--- config.mk ---
export PLATFORM = sky130hd
export DESIGN_NAME = fifo_ctrl
export DESIGN_NICKNAME = d
export VERILOG_FILES = /design/src/rtl/fifo_ctrl_pkg.sv /design/src/rtl/fifo_ctrl_ptr_counter.sv /design/src/rtl/fifo_ctrl.sv
export SDC_FILE = /design/constraint.sdc
export NUM_CORES = 1
export LEC_CHECK = 0
export ABC_CLOCK_PERIOD_IN_PS = 5930
export CORE_ASPECT_RATIO = 2
export CORE_MARGIN = 4
export CORE_UTILIZATION = 35
export CTS_BUF_LIST = sky130_fd_sc_hd__clkbuf_16
export DETAILED_ROUTE_END_ITERATION = 12
export PLACE_DENSITY_LB_ADDON = 0.2
export SYNTH_ARGS = -nofsm -noshare
export SYNTH_HDL_FRONTEND = slang
export SYNTH_SLANG_ARGS = --single-unit
export TNS_END_PERCENT = 10
--- constraint.sdc ---
create_clock -name clk -period 5.93 [get_ports clk]
set_input_delay 1.4825 -clock clk [delete_from_list [all_inputs] [get_ports clk]]
set_output_delay 1.4825 -clock clk [all_outputs]
set_load 0.01 [all_outputs]
--- src/rtl/fifo_ctrl_pkg.sv ---
// Shared definitions for the FIFO controller: default geometry and the
// FSM state encoding that is also exported on the `state` port.
package fifo_ctrl_pkg;

  localparam int DEF_PTR       = 3;
  localparam int DEF_MEM_SIZE  = 8;
  localparam int DEF_WORD_SIZE = 10;

  typedef enum logic [2:0] {
    ST_RESET  = 3'd0,
    ST_INIT   = 3'd1,
    ST_IDLE   = 3'd2,
    ST_ACTIVE = 3'd3,
    ST_ERROR  = 3'd4
  } fifo_state_e;

  // Requests are only ever honoured in these two states.
  function automatic logic is_running(input fifo_state_e s);
    return (s == ST_IDLE) || (s == ST_ACTIVE);
  endfunction

endpackage

--- src/rtl/fifo_ctrl_ptr_counter.sv ---
// PTR-bit wrapping address counter used for both memory pointers.
// Ports:
//   clk, reset : clock, async active-low reset
//   en         : advance by one on this edge
//   clr        : return to zero on this edge (wins over en)
//   ptr        : registered pointer value
module fifo_ctrl_ptr_counter #(
  parameter int W = 3
) (
  input  logic         clk,
  input  logic         reset,
  input  logic         en,
  input  logic         clr,
  output logic [W-1:0] ptr
);

  logic [W-1:0] ptr_q, ptr_d;

  always_comb begin
    ptr_d = ptr_q;
    if (clr)     ptr_d = '0;
    else if (en) ptr_d = ptr_q + W'(1);  // natural wrap at 2**W
  end

  always_ff @(posedge clk or negedge reset) begin
    if (!reset) ptr_q <= '0;
    else        ptr_q <= ptr_d;
  end

  assign ptr = ptr_q;

endmodule

--- src/rtl/fifo_ctrl.sv ---
// Control unit for a MEM_SIZE x WORD_SIZE push/pop memory. Decides which
// producer/consumer requests are accepted, drives the memory strobes and
// pointers, tracks occupancy and raises status / error flags. Data does not
// pass through this block.
// Ports:
//   clk, reset              : clock, async active-low reset
//   init                    : (re)configure, load thresholds, flush
//   thr_high, thr_low       : almost-full / almost-empty thresholds
//   push_req, pop_req       : producer / consumer requests
//   push, pop               : memory strobes (combinational, same-edge)
//   wr_ptr, rd_ptr          : memory addresses (registered)
//   valid_out               : read data valid, one cycle after pop
//   count                   : words stored, 0..MEM_SIZE
//   fifo_full .. almost_empty : registered status flags
//   error                   : sticky overflow/underflow
//   state                   : current FSM state
//
// state  | meaning
// RESET  | leaving reset, goes to INIT on the next edge
// INIT   | load thresholds, flush pointers/count/error
// IDLE   | running, nothing stored
// ACTIVE | running, at least one word stored
// ERROR  | overflow/underflow seen; frozen until init
module fifo_ctrl
  import fifo_ctrl_pkg::*;
#(
  parameter int MEM_SIZE  = DEF_MEM_SIZE,
  parameter int WORD_SIZE = DEF_WORD_SIZE,
  parameter int PTR       = DEF_PTR
) (
  input  logic           clk,
  input  logic           reset,
  input  logic           init,
  input  logic [PTR:0]   thr_high,
  input  logic [PTR:0]   thr_low,
  input  logic           push_req,
  input  logic           pop_req,
  output logic           push,
  output logic           pop,
  output logic [PTR-1:0] wr_ptr,
  output logic [PTR-1:0] rd_ptr,
  output logic           valid_out,
  output logic [PTR:0]   count,
  output logic           fifo_full,
  output logic           fifo_empty,
  output logic           almost_full,
  output logic           almost_empty,
  output logic           error,
  output logic [2:0]     state
);

  localparam int CNT_W = PTR + 1;

  if (MEM_SIZE != (1 << PTR) || WORD_SIZE < 1) begin : g_bad_cfg
    $error("fifo_ctrl: MEM_SIZE must equal 2**PTR and WORD_SIZE must be positive");
  end

  fifo_state_e      state_q, state_d;
  logic [CNT_W-1:0] count_q, count_d;
  logic [CNT_W-1:0] thr_high_q, thr_high_d;
  logic [CNT_W-1:0] thr_low_q, thr_low_d;
  logic             full_q, full_d;
  logic             empty_q, empty_d;
  logic             afull_q, afull_d;
  logic             aempty_q, aempty_d;
  logic             error_q, error_d;
  logic             valid_q, valid_d;

  logic run, pop_acc, push_acc, overflow, underflow;

  // Acceptance decisions are made against the registered flags so the memory
  // strobes settle early in the cycle.
  always_comb begin
    run       = is_running(state_q) && !init;
    pop_acc   = run && pop_req && !empty_q;
    underflow = run && pop_req && empty_q;
    overflow  = run && push_req && full_q && !pop_acc;
    // No bypass when empty: a simultaneous pop is an underflow and kills the push.
    push_acc  = run && push_req && !underflow && (!full_q || pop_acc);
  end

  // FSM: state register
  always_ff @(posedge clk or negedge reset) begin
    if (!reset) state_q <= ST_RESET;
    else        state_q <= state_d;
  end

  // FSM: next state
  always_comb begin
    state_d = state_q;
    unique case (state_q)
      ST_RESET: state_d = ST_INIT;
      ST_INIT:  state_d = init ? ST_INIT : ST_IDLE;
      ST_IDLE, ST_ACTIVE: begin
        if (init)                       state_d = ST_INIT;
        else if (overflow || underflow) state_d = ST_ERROR;
        else if (count_d == '0)         state_d = ST_IDLE;
        else                            state_d = ST_ACTIVE;
      end
      ST_ERROR: state_d = init ? ST_INIT : ST_ERROR;
      default:  state_d = ST_RESET;
    endcase
  end

  // FSM: outputs, occupancy and flags
  always_comb begin
    count_d    = count_q;
    thr_high_d = thr_high_q;
    thr_low_d  = thr_low_q;
    error_d    = error_q;
    unique case (state_q)
      ST_RESET: begin
        count_d = '0;
        error_d = 1'b0;
      end
      ST_INIT: begin
        count_d    = '0;
        error_d    = 1'b0;
        thr_high_d = thr_high;
        thr_low_d  = thr_low;
      end
      ST_IDLE, ST_ACTIVE: begin
        if (push_acc && !pop_acc)      count_d = count_q + CNT_W'(1);
        else if (pop_acc && !push_acc) count_d = count_q - CNT_W'(1);
        error_d = error_q || overflow || underflow;
      end
      default: ;
    endcase

    full_d   = (count_d == CNT_W'(MEM_SIZE));
    empty_d  = (count_d == '0);
    afull_d  = is_running(state_d) && (count_d >= thr_high_d);
    aempty_d = is_running(state_d) && (count_d <= thr_low_d);
    valid_d  = pop_acc;
  end

  always_ff @(posedge clk or negedge reset) begin
    if (!reset) begin
      count_q    <= '0;
      thr_high_q <= '0;
      thr_low_q  <= '0;
      full_q     <= 1'b0;
      empty_q    <= 1'b1;
      afull_q    <= 1'b0;
      aempty_q   <= 1'b0;
      error_q    <= 1'b0;
      valid_q    <= 1'b0;
    end else begin
      count_q    <= count_d;
      thr_high_q <= thr_high_d;
      thr_low_q  <= thr_low_d;
      full_q     <= full_d;
      empty_q    <= empty_d;
      afull_q    <= afull_d;
      aempty_q   <= aempty_d;
      error_q    <= error_d;
      valid_q    <= valid_d;
    end
  end

  fifo_ctrl_ptr_counter #(.W(PTR)) u_wr_ptr (
    .clk   (clk),
    .reset (reset),
    .en    (push_acc),
    .clr   (state_q == ST_INIT),
    .ptr   (wr_ptr)
  );

  fifo_ctrl_ptr_counter #(.W(PTR)) u_rd_ptr (
    .clk   (clk),
    .reset (reset),
    .en    (pop_acc),
    .clr   (state_q == ST_INIT),
    .ptr   (rd_ptr)
  );

  assign push         = push_acc;
  assign pop          = pop_acc;
  assign valid_out    = valid_q;
  assign count        = count_q;
  assign fifo_full    = full_q;
  assign fifo_empty   = empty_q;
  assign almost_full  = afull_q;
  assign almost_empty = aempty_q;
  assign error        = error_q;
  assign state        = state_q;

endmodule

# Word-level counts from Yosys, hierarchy flattened
# Index checks and enable logic that the tools add are counted.
[word_totals]
mem_count = 0
reg_bits = 27
ram_bits = 0
word_cells = 73
mem_bits_ro = 0
latch_bits = 0
output_inout_bits = 21
inputBits = 13
[classes]
mux = 16
add_sub_neg = 4
n_lt_le_gt_ge = 2
reduce_logical = 32
mul = 0
shifts = 0
div = 0
eq_ne = 7
bitwise_logic = 0
[ops]
columns = ["op", "n"]
rows = [
  ["3-bit 2-to-1 mux", 7],
  ["4-bit 2-to-1 mux", 4],
  ["1-bit logical AND", 13],
  ["3-bit by 2-bit equality test with 1-bit output, second input constant", 4],
  ["3-bit one-hot mux with 4 select lines", 1],
  ["4-bit one-hot mux with 2 select lines", 1],
  ["3-bit by 1-bit adder with 3-bit output, second input constant", 2],
  ["1-bit logical NOT", 6],
  ["1-bit logical OR", 6],
  ["2-bit nonzero test", 3],
  ["4-bit by 1-bit adder with 4-bit output, second input constant", 1],
  ["4-bit equality test, second input constant", 1],
  ["4-bit greater-or-equal comparator", 1],
  ["4-bit <= comparator", 1],
  ["4-bit logical NOT", 1],
  ["2-bit OR reduction", 2],
  ["4-bit by 1-bit subtractor with 4-bit output, second input constant", 1],
  ["3-bit by 1-bit equality test with 1-bit output, second input constant", 1],
  ["3-bit equality test, second input constant", 1],
  ["3-bit logical NOT", 1],
  ["2-bit 2-to-1 mux", 1],
  ["1-bit one-hot mux with 2 select lines", 1],
  ["1-bit 2-to-1 mux", 1],
]

# Longest topological paths before layout
# Gate-level depths: netlist (run 1).
[depth]
depth_word = 21
mapped_depth = 12
mapped_depth_nobuf = 11

# Modules after synthesis
# Synthesis (run 1) repeated with hierarchy kept, for this count alone.
[unflattened]
cells_unflattened = 134
hier_area_um2 = 1457.6
[by_module_without_submodules]
columns = ["module", "seq_area_each_um2", "n_inst", "area_each_um2", "cells_per_inst"]
rows = [
  ["fifo_ctrl", 526.8, 1, 1184.9, 112],
  ["fifo_ctrl_ptr_counter", 75.1, 2, 136.4, 11],
]

# Worst setup path after synthesis (run 1)
# Ideal clock, no wire load.
[synth_path]
path_kind = "input-to-output"
from = "input init"
to = "output pop"
arrival_ps = 2214
slack_ps = 2234
stages = 3
required_ps = 4448
path_buffers = 1
cell_sequence = "nor3b_2 > and3b_1 > clkbuf_1"
[synth_via]
elab_chain_len = 4
[synth_lines]
columns = ["element", "line", "rtl"]
rows = [
  ["start, declared", "fifo_ctrl.sv:33", "input logic init,"],
  ["1-bit logical NOT", "fifo_ctrl.sv:74", "run = is_running(state_q) && !init;"],
  ["1-bit logical AND", "fifo_ctrl.sv:74", ""],
  ["1-bit logical AND (2 in series)", "fifo_ctrl.sv:75", "pop_acc = run && pop_req && !empty_q;"],
  ["end, declared", "fifo_ctrl.sv:39", "output logic pop,"],
]
# Every way passes these cells.

# Final worst setup path (run 1)
# Ends and elaborated chain as after synthesis.

==> impl_metrics.tcl, run 1 <==
set metrics [dict create \
    die_h_um 102 \
    cts_root_buf "clkbuf_16" \
    synth_edf_count 0 \
    synth_seq_cells 27 \
    crit_path_top_delay_cell "clkdlybuf4s50_1" \
    dr_total_vias 1248 \
    die_w_um 55.0 \
    powerDensity_nw_per_um2 324 \
    cts_hold_buf 0 \
    tightestPinTransition_ps 688 \
    dpl_cell_area_um2 1920 \
    routed_wl_mm 3.53 \
    finalCriticalPeriod_ps 4900 \
    grt_pass1_wl_mm 5.88 \
    dpl_worst_slack_ps 1040 \
    clock_latency_ps 260 \
    port_buffers 33 \
    worst-r2r-cell-count 11 \
    finalCritPeriodShare 0.826 \
    cts-buffers-inserted 3 \
    worst_setup_path_end_kind "output pin" \
    max-cap-violations 0 \
    outcome "completed" \
    ys_types 45 \
    grt_max_degree 28 \
    slew_violations 0 \
    netlist_instances 151 \
    synth_top_area_cell "dfrtp_1" \
    synth_commonest_cells "dfrtp_1, nor2_1, ha_1, inv_1, mux2i_1" \
    start_kind "input pin" \
    slowest_delay_ps 590 \
    synthesis.nets 176 \
    cts.sinks 27 \
    timing.rr.start "state[2]" \
    cts_setup_buffers 0 \
    cp.arrival_ps 3410 \
    grt_pass1_vias 1235 \
    synth-async-reset-ratio 1.00 \
    cts_resized 0 \
    ant_nets 0 \
    place.gp.congestion 0.813 \
    row_count 34 \
    final_cells 238 \
    grt-ovfl-total 0 \
    core-area_um2 4300 \
    grt_usage 0.143 \
    crit_path_end "pop" \
    clk_pin_slew_worst_paths_ps 60 \
    finalSetupTns_ps 0 \
    peakVddDrop_v 0.000187 \
    path_max_fanout 8 \
    synth_area_um2 1540 \
    skew_ps 4.41 \
    die_area_um2 5600 \
    clockPowerShare 0.236 \
    nNetsFinal 210 \
    timing.final.ws_setup_ps 1030 \
    viasPerCell 5.24 \
    start_util 0.359 \
    num_io_pins 34 \
    yosysMostFrequentCell "dfrtp_1" \
    antenna_found_initial 0 \
    hold_viol_final 0 \
    required_ps 4450 \
    synth_top_area_share 0.421 \
    pwr-share-seq 0.388 \
    crit_chain "clkdlybuf4s50_1, nor3b_2, and3b_1, clkdlybuf4s50_1" \
    hold_class "reg -> reg" \
    antennaDiodeCount 0 \
    fin_area_um2 2000 \
    synth_warnings 0 \
    critPathLaunch "init" \
    swShare 0.329 \
    internal_power_uw 436 \
    wl_per_cell_um 14.8 \
    cp_common_cell "clkdlybuf4s50_1" \
    drt_first_pass_iters 4 \
    htreeDepth 1 \
    ctsLongestPathBuffers 2 \
    slew_headroom 0.541 \
    setup_viol 0 \
    reg2reg_to "almost_empty" \
    dp_hpwl_mm 2.77 \
    drc 0 \
    ys.flop_type "dfrtp_1" \
    p_leak_uw 0.000907 \
    drive_gt1_frac 0.0815 \
    rrSetupSlack_ps 2980 \
    worst_hold_path.num_cells 2 \
    timing_worst_setup_path_type "in -> out" \
    rsz0062_at_grt "false" \
    maxClockFrequency_mhz 204 \
    yosys-top-cells-area "dfrtp_1, ha_1, mux2i_1" \
    p_switching_uw 214 \
    cts_tree "built" \
    drtIter0Drc 26 \
    comb_power_share 0.376 \
    p_total_uw 649 \
    dp_cells 234 \
    synth.avg_cell_area_um2 10.2 \
    area_growth_pct 29.7 \
    synth-seq-area-share 0.438 \
]
cells by family after synthesis:
kind of cell / count (synthesis) / synth area share
AOI/OAI and AO/OA: 26 / 0.115
xor gates and xnor gates: 5 / 0.0284
adders and majority gates: 12 / 0.0972
buffers and inverters: 17 / 0.0462
DFF: 27 / 0.438
muxes: 11 / 0.0729
and+or+nand+nor: 53 / 0.202
sequential cells by signal, summed over array words and instances, names as in the netlist:
| name | flops |
|---|---|
| almost_full | 1 |
| valid_out | 1 |
| error | 1 |
| u_rd_ptr.ptr | 3 |
| thr_low_q | 4 |
| u_wr_ptr.ptr | 3 |
| almost_empty | 1 |
| thr_high_q | 4 |
| count | 4 |
| state | 3 |
| fifo_empty | 1 |
| fifo_full | 1 |
worst max-delay path, delay by kind of cell:
family | cells | cell delay (ps)
AND/OR/NAND/NOR | 2 | 800
buffers and inverters | 2 | 1140
layout make-up:
type	count	area, um^2
clock buffer	3	75.1
clock inverter	1	5.00
fill	417	2290
inverter	12	45.0
multi-input combinational	107	796
sequential	27	677
tap	54	67.6
timing repair buffer	34	338
per-layer routing:
metal  part of all wire  track usage  routed length (um)  vias up
li1                   -            -                   -      599
met4              0.024       0.0599                  85        0
met5                  0            0                   0        -
met2               0.54        0.251                1920       37
met1               0.38        0.166                1330      604
met3              0.054       0.0190                 192        8
power by group through the flow:
stage                     Combinational, uW  Sequential, uW  Clock, uW
final                                   244             252        153
after global routing                    275             258        166
after CTS                               247             253        157
after detailed placement                245             256          0
after global placement                  238             254          0
after floorplan                         165             254          0
how the worst min path moves through the flow:
stage | slack [ps] | end | startpoint
6_report | 500 | error | error
5_1_grt | 510 | thr_high_q[3] | thr_high_q[3]
4_1_cts | 500 | thr_high_q[3] | thr_high_q[3]
3_5_place_dp | 490 | thr_high_q[3] | thr_high_q[3]
3_3_place_gp | 480 | thr_high_q[3] | thr_high_q[3]
2_1_floorplan | 450 | thr_high_q[1] | thr_high_q[1]
layout by cell type (no fill, tap or decap), types with 2 or more instances in the layout:
cell type	instances
a21o_1	2
clkdlybuf4s50_1	33
nand3_1	3
xnor2_1	3
ha_1	12
nand2_1	5
and2_1	2
mux2i_1	9
a21oi_1	8
or2_2	2
clkbuf_16	3
inv_1	12
dfrtp_1	26
nor3b_2	2
mux2_2	2
nor2_1	17
nor3_1	3
xor2_1	2
nand4_1	3
o21ai_0	4
o211ai_1	2
o21a_1	2
nor2b_1	2
nand2b_1	3
metrics by stage:
| step | hold slack [ps] | utilization |
|---|---|---|
| after floorplan | 452 | - |
| after global placement | 478 | 0.448 |
| after detailed placement | 486 | 0.448 |
| after CTS | 502 | 0.466 |
| after global routing | 514 | 0.466 |
| final | 497 | 0.466 |
No activity file was read; power rests on OpenSTA's default activity.
==> run 2: changes to the inputs <==
ABC_CLOCK_PERIOD_IN_PS = 4800   (was 5930)
clock period = 4.8 ns   (was 5.93 ns; I/O delays follow)
==> run 2 against run 1 <==
Final cell count unchanged. Highest routed layer unchanged. Sequential cell count is the same. Routed wire length up 1.3%. Core utilization barely moved. Register-to-register slack got worse by 1100 ps. Global-route usage down 0.11 points. Clock power increased by 20%. Via count hardly changed. Setup slack got worse by 600 ps. Combinational power is 22% higher. Critical path type unchanged. First-iteration DRC count is 12% lower.
==> impl_metrics.tcl, run 2 (synthesized netlist as in run 1, its figures left out) <==
set metrics [dict create \
    place.gp.congestion 0.819 \
    start_kind "input pin" \
    p_leak_uw 0.000909 \
    worst_hold_path.num_cells 2 \
    cts_tree "built" \
    ctsLongestPathBuffers 2 \
    routed_wl_mm 3.58 \
    drtIter0Drc 23 \
    cts_hold_buf 0 \
    slowest_delay_ps 590 \
    dr_total_vias 1249 \
    final_cells 238 \
    drt_first_pass_iters 4 \
    row_count 34 \
    finalCriticalPeriod_ps 4370 \
    cts_resized 0 \
    drive_gt1_frac 0.0761 \
    maxClockFrequency_mhz 229 \
    ant_nets 0 \
    crit_chain "clkdlybuf4s50_1, nor3b_2, and3b_1, clkdlybuf4s50_1" \
    clk_pin_slew_worst_paths_ps 60 \
    fill_cells 396 \
    critPathLaunch "init" \
    layout_commonest_cell "clkdlybuf4s50_1" \
    core-area_um2 4300 \
    worst-r2r-cell-count 9 \
    comb_power_share 0.376 \
    cp.arrival_ps 3170 \
    slew_headroom 0.244 \
    port_buffers 33 \
    drc 0 \
    internal_power_uw 537 \
    grt-ovfl-total 0 \
    cts.sinks 27 \
    cp_common_cell "clkdlybuf4s50_1" \
    area_growth_pct 29.7 \
    reg2reg_to "almost_full" \
    peakVddDrop_v 0.000278 \
    finalSetupTns_ps 0 \
    critPathTopFamily "buffers and inverters" \
    die_h_um 102 \
    dp_cells 234 \
    required_ps 3600 \
    wl_per_cell_um 15.0 \
    max-cap-violations 0 \
    dp_hpwl_mm 2.76 \
    timing.final.ws_setup_ps 433 \
    skew_ps 2.81 \
    grt_usage 0.142 \
    min_to "thr_low_q[1]" \
    p_switching_uw 254 \
    dpl_worst_slack_ps 465 \
    die_area_um2 5600 \
    grt_pass1_wl_mm 5.88 \
    grt_max_degree 26 \
    clockPowerShare 0.232 \
    antenna_found_initial 0 \
    swShare 0.321 \
    cts_setup_buffers 0 \
    hold_start "thr_low_q[1]" \
    nNetsFinal 210 \
    viasPerCell 5.25 \
    rrSetupSlack_ps 1900 \
    slew_violations 0 \
    pwr-share-seq 0.392 \
    setup_viol 0 \
    ff_latch_area_um2 677 \
    powerDensity_nw_per_um2 395 \
    num_io_pins 34 \
    path_max_fanout 8 \
    crit_path_top_delay_cell "clkdlybuf4s50_1" \
    die_w_um 55.0 \
    grt_pass1_vias 1254 \
    rsz0062_at_grt "false" \
    timing.rr.start "state[2]" \
    finalCritPeriodShare 0.910 \
    hold_viol_final 0 \
    cts_root_buf "clkbuf_16" \
    clock_latency_ps 260 \
    cts-buffers-inserted 3 \
    worst_setup_path_end_kind "output pin" \
    layout_common_cells "clkdlybuf4s50_1, dfrtp_1, nor2_1" \
    timing_worst_setup_path_type "in -> out" \
    antennaDiodeCount 0 \
    tightestPinTransition_ps 1130 \
    multi_input_comb_area_um2 796 \
    hold_class "reg -> reg" \
    path_buf_inv 2 \
    start_util 0.359 \
    outcome "completed" \
    htreeDepth 1 \
]
-- run 2: cell type report --
class                      instances  share of cell area
clock buffer                       3              0.0375
clock inverter                     1             0.00188
inverter                          12              0.0225
multi-input combinational        107               0.397
sequential                        27               0.338
tap                               54              0.0338
timing repair buffer              34               0.169
-- run 2: stage by stage --
| step | cell area, um^2 | utilization | hold slack, ps | total power [uW] |
|---|---|---|---|---|
| finish | 2000 | 0.466 | 490 | 791 |
| global route | 2000 | 0.466 | 525 | 859 |
| CTS | 2000 | 0.466 | 499 | 806 |
| detailed placement | 1920 | 0.448 | 483 | 615 |
| global placement | 1920 | 0.448 | 477 | 607 |
| floorplan | 1540 | - | 452 | 517 |
-- run 2: how the worst max path moves through the flow --
stage           end  slack (ps)  cells after the start
3_3_place_gp   push         520                      4
5_1_grt         pop         360                      4
3_5_place_dp    pop         460                      4
6_report        pop         430                      4
2_1_floorplan   pop        1670                      3
4_1_cts         pop         460                      4
-- run 2: power groups by stage --
stage	combinational, uW	sequential [uW]	clock, uW
after detailed placement	301	315	0
final	298	310	183
after global placement	294	313	0
after global routing	341	317	202
after floorplan	204	313	0
after CTS	304	310	192
-- run 2: layer usage --
metal  routed length (um)  global-route usage
met1                 1380               0.169
met2                 1850               0.230
met5                    0                   0
met4                  167              0.0805
met3                  181              0.0263
-- run 2: tightest hold or removal path: cells and delay by family (launching register included) --
family / cells / cell delay, ps
DFF: 1 / 320
muxes: 1 / 80
buffers and inverters: 1 / 60
==> run 3: changes to the inputs <==
DONT_BUFFER_PORTS = 1   (was unset)
SKIP_LAST_GASP = 1   (was unset)
==> run 3 against run 2 <==
First-iteration DRC count up 4.3%. Die area unchanged. Cell area fell by 17%. Sequential power increased by 4%. Global-route usage down 0.84 points. Critical endpoint unchanged. Clock skew fell by 1.0 ps. Maximum frequency is 36% higher. Critical path type unchanged. Largest cell class unchanged. Core utilization is 7.9 points lower. Non-clock buffer count down 34. Largest power group unchanged.
==> impl_metrics.tcl, run 3 (synthesized netlist as in run 1, its figures left out) <==
set metrics [dict create \
    max-cap-violations 0 \
    routed_wl_mm 3.39 \
    ctsLongestPathBuffers 2 \
    port_buffers 0 \
    place.gp.congestion 0.740 \
    rrSetupSlack_ps 1840 \
    worst_setup_path_end_kind "output pin" \
    drc 0 \
    cts_tree "built" \
    wl_per_cell_um 16.6 \
    timing_worst_setup_path_type "in -> out" \
    start_kind "input pin" \
    path_max_fanout 8 \
    die_h_um 102 \
    internal_power_uw 499 \
    setup_viol 0 \
    clk_pin_slew_worst_paths_ps 60 \
    drtIter0Drc 24 \
    required_ps 3600 \
    start_util 0.359 \
    hold_class "reg -> reg" \
    area_growth_pct 7.78 \
    dpl_worst_slack_ps 1540 \
    finalCriticalPeriod_ps 3210 \
    cts.sinks 27 \
    grt_max_degree 28 \
    grt-ovfl-total 0 \
    cts-buffers-inserted 3 \
    antenna_found_initial 0 \
    p_switching_uw 245 \
    layout_common_cells "dfrtp_1, nor2_1, inv_1" \
    min_to "thr_high_q[3]" \
    timing.final.ws_setup_ps 1590 \
    timing.rr.start "state[2]" \
    dpl_cell_area_um2 1590 \
    row_count 34 \
    die_area_um2 5600 \
    swShare 0.329 \
    antennaDiodeCount 0 \
    hold-worst-slack_ps 489 \
    grt_pass1_vias 1201 \
    num_io_pins 34 \
    drt_first_pass_iters 4 \
    powerDensity_nw_per_um2 447 \
    tightestPinTransition_ps 689 \
    finalSetupTns_ps 0 \
    finalCritPeriodShare 0.668 \
    cts_setup_buffers 0 \
    worst-r2r-cell-count 9 \
    dr_total_vias 1090 \
    maxClockFrequency_mhz 312 \
    grt_pass1_wl_mm 5.57 \
    die_w_um 55.0 \
    peakVddDrop_v 0.000260 \
    viasPerCell 5.34 \
    fin_area_um2 1660 \
    outcome "completed" \
    crit_chain "nor3b_2, and3b_1" \
    slowest_delay_ps 430 \
    clock_latency_ps 260 \
    slew_headroom 0.541 \
    clockPowerShare 0.247 \
    cts_resized 0 \
    p_leak_uw 0.000783 \
    dp_hpwl_mm 2.65 \
    fill_cells 422 \
    layout_commonest_cell "dfrtp_1" \
    pwr-share-seq 0.433 \
    hold_viol_final 0 \
    path_buf_inv 0 \
    crit_path_top_delay_cell "and3b_1" \
    hold_start "thr_high_q[3]" \
    worst_hold_path.num_cells 2 \
    htreeDepth 1 \
    cp.arrival_ps 2010 \
    comb_power_share 0.320 \
    grt_usage 0.134 \
    reg2reg_to "almost_full" \
    drive_gt1_frac 0.0867 \
    slew_violations 0 \
    critPathTopFamily "simple AND/OR/NAND/NOR gates" \
    core-area_um2 4300 \
    cts_root_buf "clkbuf_16" \
    cts_hold_buf 0 \
    ant_nets 0 \
    nNetsFinal 176 \
    skew_ps 1.76 \
    rsz0062_at_grt "false" \
]
==> run 3: cell count changes in the layout (fill, tap and decap cells not counted) <==
cell / delta
buf_4: -1
clkdlybuf4s50_1: -33
==> run 3: cell type report <==
type                            count  area (um^2)  area share
Multi-Input combinational cell    107          796       0.478
Clock inverter                      1         3.75     0.00226
Tap cell                           54         67.6      0.0406
Sequential cell                    27          677       0.407
Inverter                           12         45.0      0.0271
Clock buffer                        3         75.1      0.0451
==> run 3: worst register-to-register path: cells and delay by family (launching register included) <==
family                   cells  cell delay (ps)
AO/OA/AOI/OAI                3              490
adder cells (fa/ha/maj)      1              290
flip-flops                   1              550
multiplexers                 1              430
AND/OR/NAND/NOR              4             1080
==> run 3: routing by layer <==
| layer | global-route usage | up-vias | wire length, um |
|---|---|---|---|
| li1 | - | 531 | - |
| met1 | 0.147 | 523 | 1280 |
| met2 | 0.234 | 32 | 1850 |
| met3 | 0.0292 | 4 | 217 |
| met4 | 0.0581 | 0 | 47 |
| met5 | 0 | - | 0 |
==> run 3: stage by stage <==
stage,power (uW),cells,utilization
6_report,743,204,0.387
5_1_grt,804,204,0.387
4_1_cts,755,204,0.387
3_5_place_dp,565,200,0.369
3_3_place_gp,560,200,0.369
2_1_floorplan,517,151,-
==> run 3: power by group through the flow <==
| stage | clock network [uW] | registers [uW] | logic (uW) |
|---|---|---|---|
| after floorplan | 0 | 313 | 204 |
| final | 183 | 322 | 238 |
| after detailed placement | 0 | 328 | 237 |
| after global routing | 198 | 328 | 278 |
| after CTS | 191 | 323 | 241 |
| after global placement | 0 | 326 | 234 |
==> run 3: worst max path at each step <==
stage / to / from / cells past startpoint / slack, ps
after floorplan: pop / init / 3 / 1670
after global placement: almost_empty / init / 11 / 1600
after detailed placement: almost_empty / init / 11 / 1540
after CTS: push / init / 2 / 1590
after global routing: push / init / 2 / 1550
final: pop / init / 2 / 1590
